--- src/rtl/arb_reg4_pkg.sv ---
// Shared definitions for the two-requester arbitrated 4-bit register.
//   state_t  : 2-bit FSM encoding (IDLE, GRANT, ACK, LOCK)
//   LOCK_W   : width of the post-write lock down-counter
//   onehot2  : index -> one-hot select for a two-entry vector
package arb_reg4_pkg;

    localparam int LOCK_W = 3;

    typedef enum logic [1:0] {
        ST_IDLE  = 2'd0,
        ST_GRANT = 2'd1,
        ST_ACK   = 2'd2,
        ST_LOCK  = 2'd3
    } state_t;

    function automatic logic [1:0] onehot2(input logic idx);
        return idx ? 2'b10 : 2'b01;
    endfunction

endpackage

--- src/rtl/reg4_ffd.sv ---
// Four D flip-flops with load enable and asynchronous active-low clear.
//   clk   : rising-edge clock
//   rst_n : asynchronous clear, active low
//   en    : load enable; q holds when low
//   d     : 4-bit data in
//   q     : 4-bit stored value
module reg4_ffd (
    input  logic       clk,
    input  logic       rst_n,
    input  logic       en,
    input  logic [3:0] d,
    output logic [3:0] q
);

    // NOTE: clocked state is assigned with <= so every flop samples the
    // pre-edge values of its inputs, independent of statement order.
    always_ff @(posedge clk or negedge rst_n) begin
        if (!rst_n) begin
            q <= 4'h0;
        end else if (en) begin
            q <= d;
        end
    end

endmodule

--- src/rtl/arb_reg4_ctrl.sv ---
// Round-robin arbiter giving two requesters write access to one shared
// 4-bit register. Each write runs IDLE -> GRANT -> ACK -> LOCK x LOCK_CYC
// -> IDLE; arbitration happens only in IDLE.
//   sclk    : rising-edge clock
//   srst_n  : asynchronous reset, active low
//   sReq    : level write requests, bit i from requester i
//   sDat0/1 : write data from requester 0 / 1
//   sGnt    : one-hot grant, high during GRANT
//   sAck    : one-hot write-complete pulse, high during ACK
//   sQ      : shared register contents
//   sOwner  : index of the requester that performed the last write
//   sBusy   : high whenever the FSM is not in IDLE
module arb_reg4_ctrl
    import arb_reg4_pkg::*;
#(
    parameter int LOCK_CYC = 2
) (
    input  logic       sclk,
    input  logic       srst_n,
    input  logic [1:0] sReq,
    input  logic [3:0] sDat0,
    input  logic [3:0] sDat1,
    output logic [1:0] sGnt,
    output logic [1:0] sAck,
    output logic [3:0] sQ,
    output logic       sOwner,
    output logic       sBusy
);

    // The counter holds "LOCK cycles remaining after this one", so the
    // value loaded on ACK exit is one less than the lock length.
    localparam logic [LOCK_W-1:0] LOCK_LOAD =
        LOCK_W'((LOCK_CYC > 0) ? (LOCK_CYC - 1) : 0);

    state_t              state_q, state_d;
    logic                winner_q, winner_d;
    logic                fav_q, fav_d;      // requester favoured on a tie
    logic [LOCK_W-1:0]   lock_cnt_q, lock_cnt_d;
    logic                owner_q;
    logic                load_en;
    logic [3:0]          wr_data;

    always_ff @(posedge sclk or negedge srst_n) begin
        if (!srst_n) begin
            state_q    <= ST_IDLE;
            winner_q   <= 1'b0;
            fav_q      <= 1'b0;
            lock_cnt_q <= '0;
            owner_q    <= 1'b0;
        end else begin
            state_q    <= state_d;
            winner_q   <= winner_d;
            fav_q      <= fav_d;
            lock_cnt_q <= lock_cnt_d;
            if (load_en) begin
                owner_q <= winner_q;
            end
        end
    end

    // NOTE: every signal written here gets a default first, so no path
    // through the case leaves one unassigned and no latch is inferred.
    always_comb begin
        state_d    = state_q;
        winner_d   = winner_q;
        fav_d      = fav_q;
        lock_cnt_d = lock_cnt_q;
        load_en    = 1'b0;

        case (state_q)
            ST_IDLE: begin
                if (|sReq) begin
                    // Tie goes to the favoured requester; otherwise the
                    // sole requester wins.
                    winner_d = (&sReq) ? fav_q : sReq[1];
                    state_d  = ST_GRANT;
                end
            end
            ST_GRANT: begin
                load_en = 1'b1;
                state_d = ST_ACK;
            end
            ST_ACK: begin
                // The grant has completed: favour the other requester next.
                fav_d = ~winner_q;
                if (LOCK_CYC == 0) begin
                    state_d = ST_IDLE;
                end else begin
                    state_d    = ST_LOCK;
                    lock_cnt_d = LOCK_LOAD;
                end
            end
            ST_LOCK: begin
                if (lock_cnt_q == '0) begin
                    state_d = ST_IDLE;
                end else begin
                    lock_cnt_d = lock_cnt_q - LOCK_W'(1);
                end
            end
            default: state_d = ST_IDLE;
        endcase
    end

    assign wr_data = winner_q ? sDat1 : sDat0;

    reg4_ffd u_reg (
        .clk   (sclk),
        .rst_n (srst_n),
        .en    (load_en),
        .d     (wr_data),
        .q     (sQ)
    );

    // Outputs decode from registered state and winner only.
    assign sGnt   = (state_q == ST_GRANT) ? onehot2(winner_q) : 2'b00;
    assign sAck   = (state_q == ST_ACK)   ? onehot2(winner_q) : 2'b00;
    assign sBusy  = (state_q != ST_IDLE);
    assign sOwner = owner_q;

endmodule

--- config.mk ---
export PLATFORM = sky130hd
export DESIGN_NAME = arb_reg4_ctrl
export DESIGN_NICKNAME = d
export VERILOG_FILES = /design/src/rtl/arb_reg4_pkg.sv /design/src/rtl/reg4_ffd.sv /design/src/rtl/arb_reg4_ctrl.sv
export SDC_FILE = /design/constraint.sdc
export NUM_CORES = 1
export LEC_CHECK = 0
export BUFFER_PORTS_ARGS = -buffer_cell sky130_fd_sc_hd__buf_2
export CAP_MARGIN = 20
export CORE_UTILIZATION = 43
export DETAILED_ROUTE_END_ITERATION = 6
export HOLD_SLACK_MARGIN = 0.02
export PLACE_DENSITY = 0.72
export SYNTH_ARGS = -nofsm -noshare
export SYNTH_HDL_FRONTEND = slang
export SYNTH_HIERARCHICAL = 1
export SYNTH_SLANG_ARGS = --single-unit
--- constraint.sdc ---
create_clock -name sclk -period 1.3 [get_ports sclk]
set_input_delay 0 -clock sclk [delete_from_list [all_inputs] [get_ports sclk]]
set_output_delay 0 -clock sclk [all_outputs]
set_load 0.05 [all_outputs]
# [Yosys cells after proc, flatten, opt, wreduce, memory -nomap -nowiden]
# Cells that the tools add are included.
[classes] addsub=1 muxes=11 n_bitwise=1 eq_ne=6 reduce_logical=9
[op_table] cell="2-bit two-way mux" n=5
[op_table] cell="2-bit case mux with 4 select lines" n=1
[op_table] cell="2-bit AND reduction" n=4
[op_table] cell="2-bit != test, second input constant" n=3
[op_table] cell="3-bit case mux with 2 select lines" n=1
[op_table] cell="2-bit equality test, second input constant" n=2
[op_table] cell="4-bit two-way mux" n=1
[op_table] cell="2-bit nonzero test" n=2
[op_table] cell="3-bit zero test" n=1
[op_table] cell="3-bit two-way mux" n=1
[op_table] cell="3-bit by 1-bit subtractor with 3-bit output, second input constant" n=1
[op_table] cell="2-bit by 1-bit equality test with 1-bit output, second input constant" n=1
[op_table] cell="2-bit zero test" n=1
[op_table] cell="1-bit two-way mux" n=2
[op_table] cell="2-bit OR reduction" n=1
[op_table] cell="1-bit inverter" n=1
[totals] ff_bits=12 inputBits=12 out_inout_bits=10 elab_cells=34

# [Longest topological paths before layout]
# Gate-level depths: netlist of run 1.
[logic_depth] ltp_word=3 ltp_mapped=6 ltp_nobuf=6

# [Modules after synthesis]
# The synthesis of run 1 kept the hierarchy.
[by_module_without_submodules] module="arb_reg4_ctrl" instances=1 cells_each=50 seq_area_each_um2=200.2 area_per_inst_um2=526.8
[by_module_without_submodules] module="reg4_ffd" instances=1 cells_each=8 seq_area_each_um2=100.1 area_per_inst_um2=145.1

# [Worst setup path before layout of run 1]
# Ideal clock, no wire load.
[synth_path] path_kind="register to register" start="register state_q[0]" end="register fav_q" path_buffers=0 arrival_ps=1561 period_less_slack_ps=1629 path_stages_with_launch=6 required_ps=1232 setup_ps=68 path_slack_ps=-329 path_cell_list="dfrtp_1 > inv_1 > ha_1 > inv_1 > nor2_1 > a21o_1"
[synth_via] elab_chain_len=1
[synth_lines] item="start: declaration" line_no="arb_reg4_ctrl.sv:35" text="state_t state_q, state_d;"
[synth_lines] item="start signal: assignment" line_no="arb_reg4_ctrl.sv:51" text="state_q <= state_d;"
[synth_lines] item="2-bit equality test" line_no="arb_reg4_ctrl.sv:70" text="case (state_q)"
[synth_lines] item="end signal: assignment" line_no="arb_reg4_ctrl.sv:53" text="fav_q <= fav_d;"
[synth_lines] item="end: declaration" line_no="arb_reg4_ctrl.sv:37" text="logic fav_q, fav_d;"
# No other way between the ends.
# A chain may end at the register's enable or synchronous reset.

# [Worst setup path after layout of run 1]
[layout_path] start="register state_q[0]" end="register state_q[0]"
[layout_via] elab_chain_len=3 word_cells_on_any_way=8 classes_between="5 x eq/ne; 1 x mux; 2 x reduce/logical"
[layout_lines] item="2-bit equality test / 2-bit zero test (equally long branches)" line_no="arb_reg4_ctrl.sv:70"
[layout_lines] item="2-bit != test (no source line)"
[layout_lines] item="2-bit AND reduction (no source line)"
# Several ways; a longest one is shown, not always the timed one.

==> run_results.csv, run 1 <==
group,metric,value,unit
synth,synth-seq-cells,12,
power_and_ir_drop,internal_power,1.78,mW
floorplanning,core,1380,um2
routing,firstDrtPassIters,4,
clock_tree,cts_buffers,3,
global_routing,grt_pass1_vias,568,
routing,wirelength,1.61,mm
run,drv_cap,0,
synth,syn_nets,77,
timing,final_max_slew_viol_count,0,
setup_path,crit_type,"reg2reg",
global_routing,grtUsageTotal,0.201,
synth,yosys_warnings,6,
hold_path,hold_end,"winner_q",
routing,drt_iter0_drc,6,
setup_path,rr_endpoint,"state_q[0]",
synth,postSynthCellCount,58,
power_and_ir_drop,power.clock.fraction,0.068,
setup_path,path_cells,"ha_2 -> nor2b_2 -> nor2_2 -> mux2i_1",
routing,final_antenna_net_count,0,
power_and_ir_drop,ir_drop,0.00184,V
global_routing,grt_first_pass_wirelength,2.53,mm
layout,num_antenna_cells,0,
synth,ys_types,21,
floorplanning,die_x,41.5,um
clock_tree,clk_latency,0.27,ns
setup_path,worstPathRequired,1.49,ns
floorplanning,initial_utilization,0.486,
floorplanning,rows,13,
power_and_ir_drop,seq_power_share,0.220,
timing,worst_pin_slew,0.277,ns
clock_tree,cts_tree,"done",
power_and_ir_drop,finalPower,3.28,mW
layout,multiInputGateArea,439,um2
timing,rsz0062_at_grt,"true",
global_routing,grt_max_degree,13,
routing,viasPerCell,5.16,
clock_tree,root_buffer,"clkbuf_4",
synth,synth_area,672,um2
setup_path,start_kind,"register",
synth,synth_simple_gate_area_share,0.106,
power_and_ir_drop,leakage,0.520,nW
layout,flow.area_growth_from_synthesis,62.9,%
floorplanning,fp.dieH,41.5,um
synth,synth_fa_ha_area_frac,0.130,
clock_tree,path_clk_slew,0.07,ns
setup_path,ff2ff_path_depth,4,
routing,drt-wirelength-per-cell,14.3,um
hold_path,hold_path_class,"in2reg",
hold_path,hp-start,"sReq[1]",
layout,seq_area,303,um2
power_and_ir_drop,powerDensity,2990,nW/um2
global_routing,antenna_found_initial,0,
timing,worst_clock_skew,0.00714,ns
setup_path,rrSetupSlack,-0.004,ns
clock_tree,htree_levels,1,
layout,fillers,75,
clock_tree,clk_path_buf_depth,2,
synth,synth_top_family_by_area,"multiplexers",
synth,synth_mux_area_frac,0.196,
setup_path,r2r-start,"state_q[0]",
synth,ys_seq_area_frac,0.447,
layout,stdcell_count,113,
power_and_ir_drop,p_switching,1.49,mW
floorplanning,dieArea,1720,um2
clock_tree,numClockSinks,12,
place,dp.cells,98,
setup_path,crit_fanout,5,
timing,worst_slack,-0.00398,ns
place,gp_congestion,0.719,
global_routing,overflow,0,
run_status,violations,"negative setup slack",
timing,hold_viol_final,0,
setup_path,crit_path_end_kind,"register",
setup_path,crit_arrival,1.50,ns
timing,finalSetupViolCount,2,
timing,finalCritPeriodShare,1.00,
floorplanning,num_io_pins,22,
routing,vias,583,
setup_path,cp_slowest_cell,"dfrtp_2",
routing,drc,0,
run_status,status,"finished, violations left",
synth,synth_compound_area_frac,0.0745,
timing,finalCriticalPeriod,1.30,ns
power_and_ir_drop,pwr-share-comb,0.712,
place,io_buffers,21,
power_and_ir_drop,swShare,0.456,
layout,nNetsFinal,119,
setup_path,critical_path.max_stage_delay,0.46,ns
synth,syn_avg_cell_area,11.6,um2
timing,fmax,0.767,GHz
place,dp.final_hpwl,1.00,mm
synth,synth_xor_xnor_area_share,0,
layout,drive_gt1_frac,0.724,
timing,slew_headroom,0.815,
hold_path,hold_path_depth,3,
[cell usage after synthesis]
cell       instances  area (um2)
nor2_2             1        6.26
mux2_2             9         101
buf_2              1        5.00
a21oi_1            1        5.00
nand2b_1           1        6.26
mux2i_1            3        30.0
a21o_1             1        7.51
o22ai_1            1        6.26
ha_1               7        87.6
a31oi_1            1        6.26
dfrtp_1           12         300
nand2_1            2        7.51
and2_1             2        12.5
o21a_1             1        7.51
a22o_1             1        8.76
nor2b_1            1        6.26
inv_1              7        26.3
o2bb2ai_1          1        8.76
nor2_1             3        11.3
nor3b_2            1        12.5
nor2b_2            1        8.76
[critical path: cells and delay by family, from the launching register on]
family / cells / cell delay, ns
multiplexers: 1 / 0.19
adder cells (fa/ha/maj): 1 / 0.25
AND/OR/NAND/NOR: 2 / 0.33
flip-flops: 1 / 0.46
[layer usage]
metal	wire length [um]	global-route usage	vias up
met4	42	0.116	0
met2	885	0.341	17
met5	0	0	-
met1	622	0.224	281
met3	60	0.0522	6
li1	-	-	279
[flip-flops by register name, summed over array words and instances (netlist names)]
signal,cells
fav_q,1
lock_cnt_q,3
sOwner,1
state_q,2
u_reg/q,4
winner_q,1
[kinds of logic (layout without fill, tap and decap cells)]
kind of cell	after synthesis	in the layout
AND/OR/NAND/NOR	12	12
multiplexers	12	12
buffers and inverters	8	48
AO/OA/AOI/OAI	7	7
adder cells (fa/ha/maj)	7	7
flip-flops	12	12
[stage by stage]
step	instance area (um2)	hold WS [ns]	TNS [ns]	utilization	setup WS [ns]
5_1_grt	1090	0.0177	-0.276	0.792	-0.0517
3_3_place_gp	833	-0.102	-0.0227	0.603	-0.0227
4_1_cts	976	0.0218	-0.00985	0.706	-0.00909
2_1_floorplan	677	-0.296	-0.0888	-	-0.0888
3_5_place_dp	833	-0.104	-0.150	0.603	-0.0495
6_report	1090	0.0167	-0.00522	0.792	-0.00398
[worst max path at each step]
| stage | start | to | slack (ns) | cells past startpoint |
|---|---|---|---|---|
| floorplan | state_q[0] | fav_q | -0.09 | 5 |
| global placement | lock_cnt_q[1] | lock_cnt_q[1] | -0.02 | 6 |
| detailed placement | lock_cnt_q[0] | lock_cnt_q[1] | -0.05 | 6 |
| CTS | state_q[0] | sAck[0] | -0.009 | 5 |
| global route | state_q[0] | sAck[0] | -0.05 | 5 |
| finish | state_q[0] | state_q[0] | -0.004 | 4 |
[cells in the final DEF, fill, tap and decap left out, types with 2 or more instances in the layout]
| master | synthesis | layout |
|---|---|---|
| dfrtp_2 | 0 | 2 |
| buf_4 | 0 | 14 |
| clkbuf_4 | 0 | 3 |
| and2_4 | 0 | 2 |
| buf_8 | 0 | 2 |
| inv_4 | 0 | 2 |
| ha_4 | 0 | 5 |
| nand2_1 | 2 | 2 |
| nor2_1 | 3 | 2 |
| mux2_2 | 9 | 9 |
| buf_6 | 0 | 4 |
| inv_2 | 0 | 4 |
| dfrtp_1 | 12 | 10 |
| dlygate4sd3_1 | 0 | 2 |
| mux2i_1 | 3 | 3 |
| buf_2 | 1 | 16 |
[layout make-up]
class | count | share of cell area
clock buffers | 3 | 0.0206
inverters | 7 | 0.0286
multi-input cells | 38 | 0.401
flip-flops and latches | 12 | 0.277
well taps | 15 | 0.0171
repair buffers | 38 | 0.256
[what timing repair did]
item                                   4_1_cts  5_1_grt
pin swaps                                    1        4
endpoints found under the hold margin       13        0
setup endpoints to repair                   12       12
setup buffers                                4        6
hold buffers                                 2        0
gates resized for setup                     22       18
[power groups by stage]
stage | combinational, mW | sequential [mW] | clock [mW]
global route | 2.49 | 0.743 | 0.251
CTS | 1.94 | 0.705 | 0.231
global placement | 1.62 | 0.677 | 0
detailed placement | 1.65 | 0.687 | 0
floorplan | 0.997 | 0.924 | 0
finish | 2.33 | 0.721 | 0.222
No activity file was read; power rests on OpenSTA's default activity.
==> run 2: changes to the inputs <==
- CELL_PAD_IN_SITES_DETAIL_PLACEMENT: not set -> 0
- CELL_PAD_IN_SITES_GLOBAL_PLACEMENT: not set -> 2
- CORE_ASPECT_RATIO: not set -> 0.75
- CORE_UTILIZATION: 43 -> 27
- PLACE_DENSITY: 0.72 -> not set
- PLACE_DENSITY_LB_ADDON: not set -> 0.1
==> run 2 against run 1 <==
  * The run still ends with negative setup slack left
  * Worst hold slack better by 0.066 ns
  * Global-route usage down 6.4 points
  * Non-clock buffer count up 1
==> run_results.csv, run 2 (synthesized netlist as in run 1, its figures left out) <==
group,metric,value,unit
power_and_ir_drop,power.clock.fraction,0.068,
clock_tree,clk_path_buf_depth,2,
hold_path,hold_path_class,"in2reg",
power_and_ir_drop,leakage,0.542,nW
global_routing,overflow,0,
clock_tree,numClockSinks,12,
global_routing,grt_pass1_vias,544,
layout,flow.area_growth_from_synthesis,73.7,%
global_routing,grtUsageTotal,0.136,
timing,finalSetupViolCount,3,
timing,fmax,0.759,GHz
power_and_ir_drop,pwr-share-comb,0.723,
global_routing,grt_first_pass_wirelength,2.57,mm
routing,drc,0,
routing,drt_iter0_drc,12,
layout,num_antenna_cells,0,
timing,final_max_slew_viol_count,0,
routing,drt-wirelength-per-cell,11.5,um
global_routing,antenna_found_initial,0,
setup_path,crit_arrival,1.32,ns
power_and_ir_drop,internal_power,1.86,mW
power_and_ir_drop,seq_power_share,0.209,
routing,viasPerCell,4.17,
setup_path,crit_fanout,3,
layout,top_regs,"u_reg/q x4, lock_cnt_q x3, state_q x2",
timing,worst_pin_slew,0.295,ns
timing,finalSetupTns,-0.0349,ns
run_status,status,"finished, violations left",
setup_path,path_cells,"inv_2 -> ha_4 -> buf_6 -> and2_4 -> buf_8",
clock_tree,htree_levels,1,
power_and_ir_drop,swShare,0.447,
setup_path,crit_type,"reg2out",
timing,hold_ws,0.0831,ns
routing,firstDrtPassIters,4,
layout,largest_reg_flops,4,
clock_tree,root_buffer,"clkbuf_4",
power_and_ir_drop,powerDensity,2890,nW/um2
timing,finalCriticalPeriod,1.32,ns
floorplanning,rows,15,
timing,worst_slack,-0.0178,ns
routing,final_antenna_net_count,0,
power_and_ir_drop,p_switching,1.51,mW
routing,vias,554,
clock_tree,cts_buffers,3,
floorplanning,num_io_pins,22,
place,io_buffers,21,
floorplanning,die_x,59.6,um
run,drv_cap,0,
setup_path,start_kind,"register",
floorplanning,fp.dieH,45.2,um
place,dp.cells,121,
layout,nNetsFinal,120,
floorplanning,initial_utilization,0.289,
clock_tree,path_clk_slew,0.07,ns
setup_path,crit_path_end_kind,"primary output",
timing,finalCritPeriodShare,1.01,
run_status,violations,"negative setup slack",
global_routing,grt_max_degree,13,
timing,slew_headroom,0.803,
routing,wirelength,1.53,mm
setup_path,worstPathRequired,1.30,ns
floorplanning,dieArea,2690,um2
clock_tree,clk_latency,0.27,ns
layout,final_cell_mix,"buf_2, dfrtp_1, buf_4, mux2_2, buf_6",
layout,stdcell_count,133,
setup_path,cp_slowest_cell,"dfrtp_1",
setup_path,critical_path.max_stage_delay,0.41,ns
floorplanning,core,2330,um2
timing,worst_clock_skew,0.000971,ns
power_and_ir_drop,finalPower,3.37,mW
power_and_ir_drop,ir_drop,0.00126,V
place,dp.final_hpwl,1.10,mm
clock_tree,cts_tree,"done",
layout,drive_gt1_frac,0.677,
layout,fillers,238,
timing,hold_viol_final,0,
timing,rsz0062_at_grt,"true",
place,gp_congestion,0.733,
layout,largest_register,"u_reg/q",
layout,layout_commonest_cell,"buf_2",
## run 2: power by group through the flow
stage          logic (mW)  clock network, mW  registers, mW
6_report             2.44              0.230          0.704
5_1_grt              2.64              0.264          0.731
4_1_cts              2.09              0.244          0.689
3_5_place_dp         1.75                  0          0.686
3_3_place_gp         1.75                  0          0.682
2_1_floorplan       0.997                  0          0.924
## run 2: metrics by stage
stage / instance area [um2] / worst slack, ns / utilization
after floorplan: 677 / -0.0888 / -
after global placement: 887 / -0.0123 / 0.381
after detailed placement: 887 / -0.0409 / 0.381
after CTS: 1060 / -0.0282 / 0.454
after global routing: 1170 / -0.0872 / 0.502
final: 1170 / -0.0178 / 0.502
## run 2: path summary, 6_finish.rpt
kind                                   end  slack [ns]       start  cells after the start
min in group asynchronous           sOwner        0.14      srst_n                      2
worst min register to register       fav_q        0.50       fav_q                      1
max in group asynchronous       state_q[1]        0.92      srst_n                      2
worst max-delay path               sAck[1]       -0.02  state_q[0]                      5
worst max register to register  state_q[0]        0.02  state_q[1]                      5
worst min-delay path            u_reg/q[3]        0.08    sDat1[3]                      3
## run 2: worst max-delay path, delay by kind of cell (launching register included)
| family | cells | cell delay (ns) |
|---|---|---|
| buf+inv | 3 | 0.35 |
| fa+ha+maj | 1 | 0.15 |
| simple gates | 1 | 0.13 |
| flops | 1 | 0.41 |
## run 2: final cells by class
| type | instances | area [um2] | area share |
|---|---|---|---|
| repair buffers | 39 | 305 | 0.262 |
| flip-flops and latches | 12 | 302 | 0.258 |
| clock buffers | 3 | 22.5 | 0.0193 |
| multi-input cells | 38 | 467 | 0.400 |
| inverters | 7 | 28.8 | 0.0247 |
| well taps | 34 | 42.5 | 0.0364 |
## run 2: metal layers
metal | global-route usage | share of wire | vias up
li1 | - | - | 281
met1 | 0.182 | 0.51 | 260
met3 | 0.0602 | 0.041 | 2
met5 | 0 | 0 | -
met2 | 0.204 | 0.44 | 11
met4 | 0.0279 | 0.0059 | 0
## run 2: repair_timing
action	4_1_cts	5_1_grt
pin swaps	2	7
hold buffers	3	0
setup endpoints to repair	9	15
setup buffers	5	2
gates resized for setup	23	21
endpoints found under the hold margin	13	0
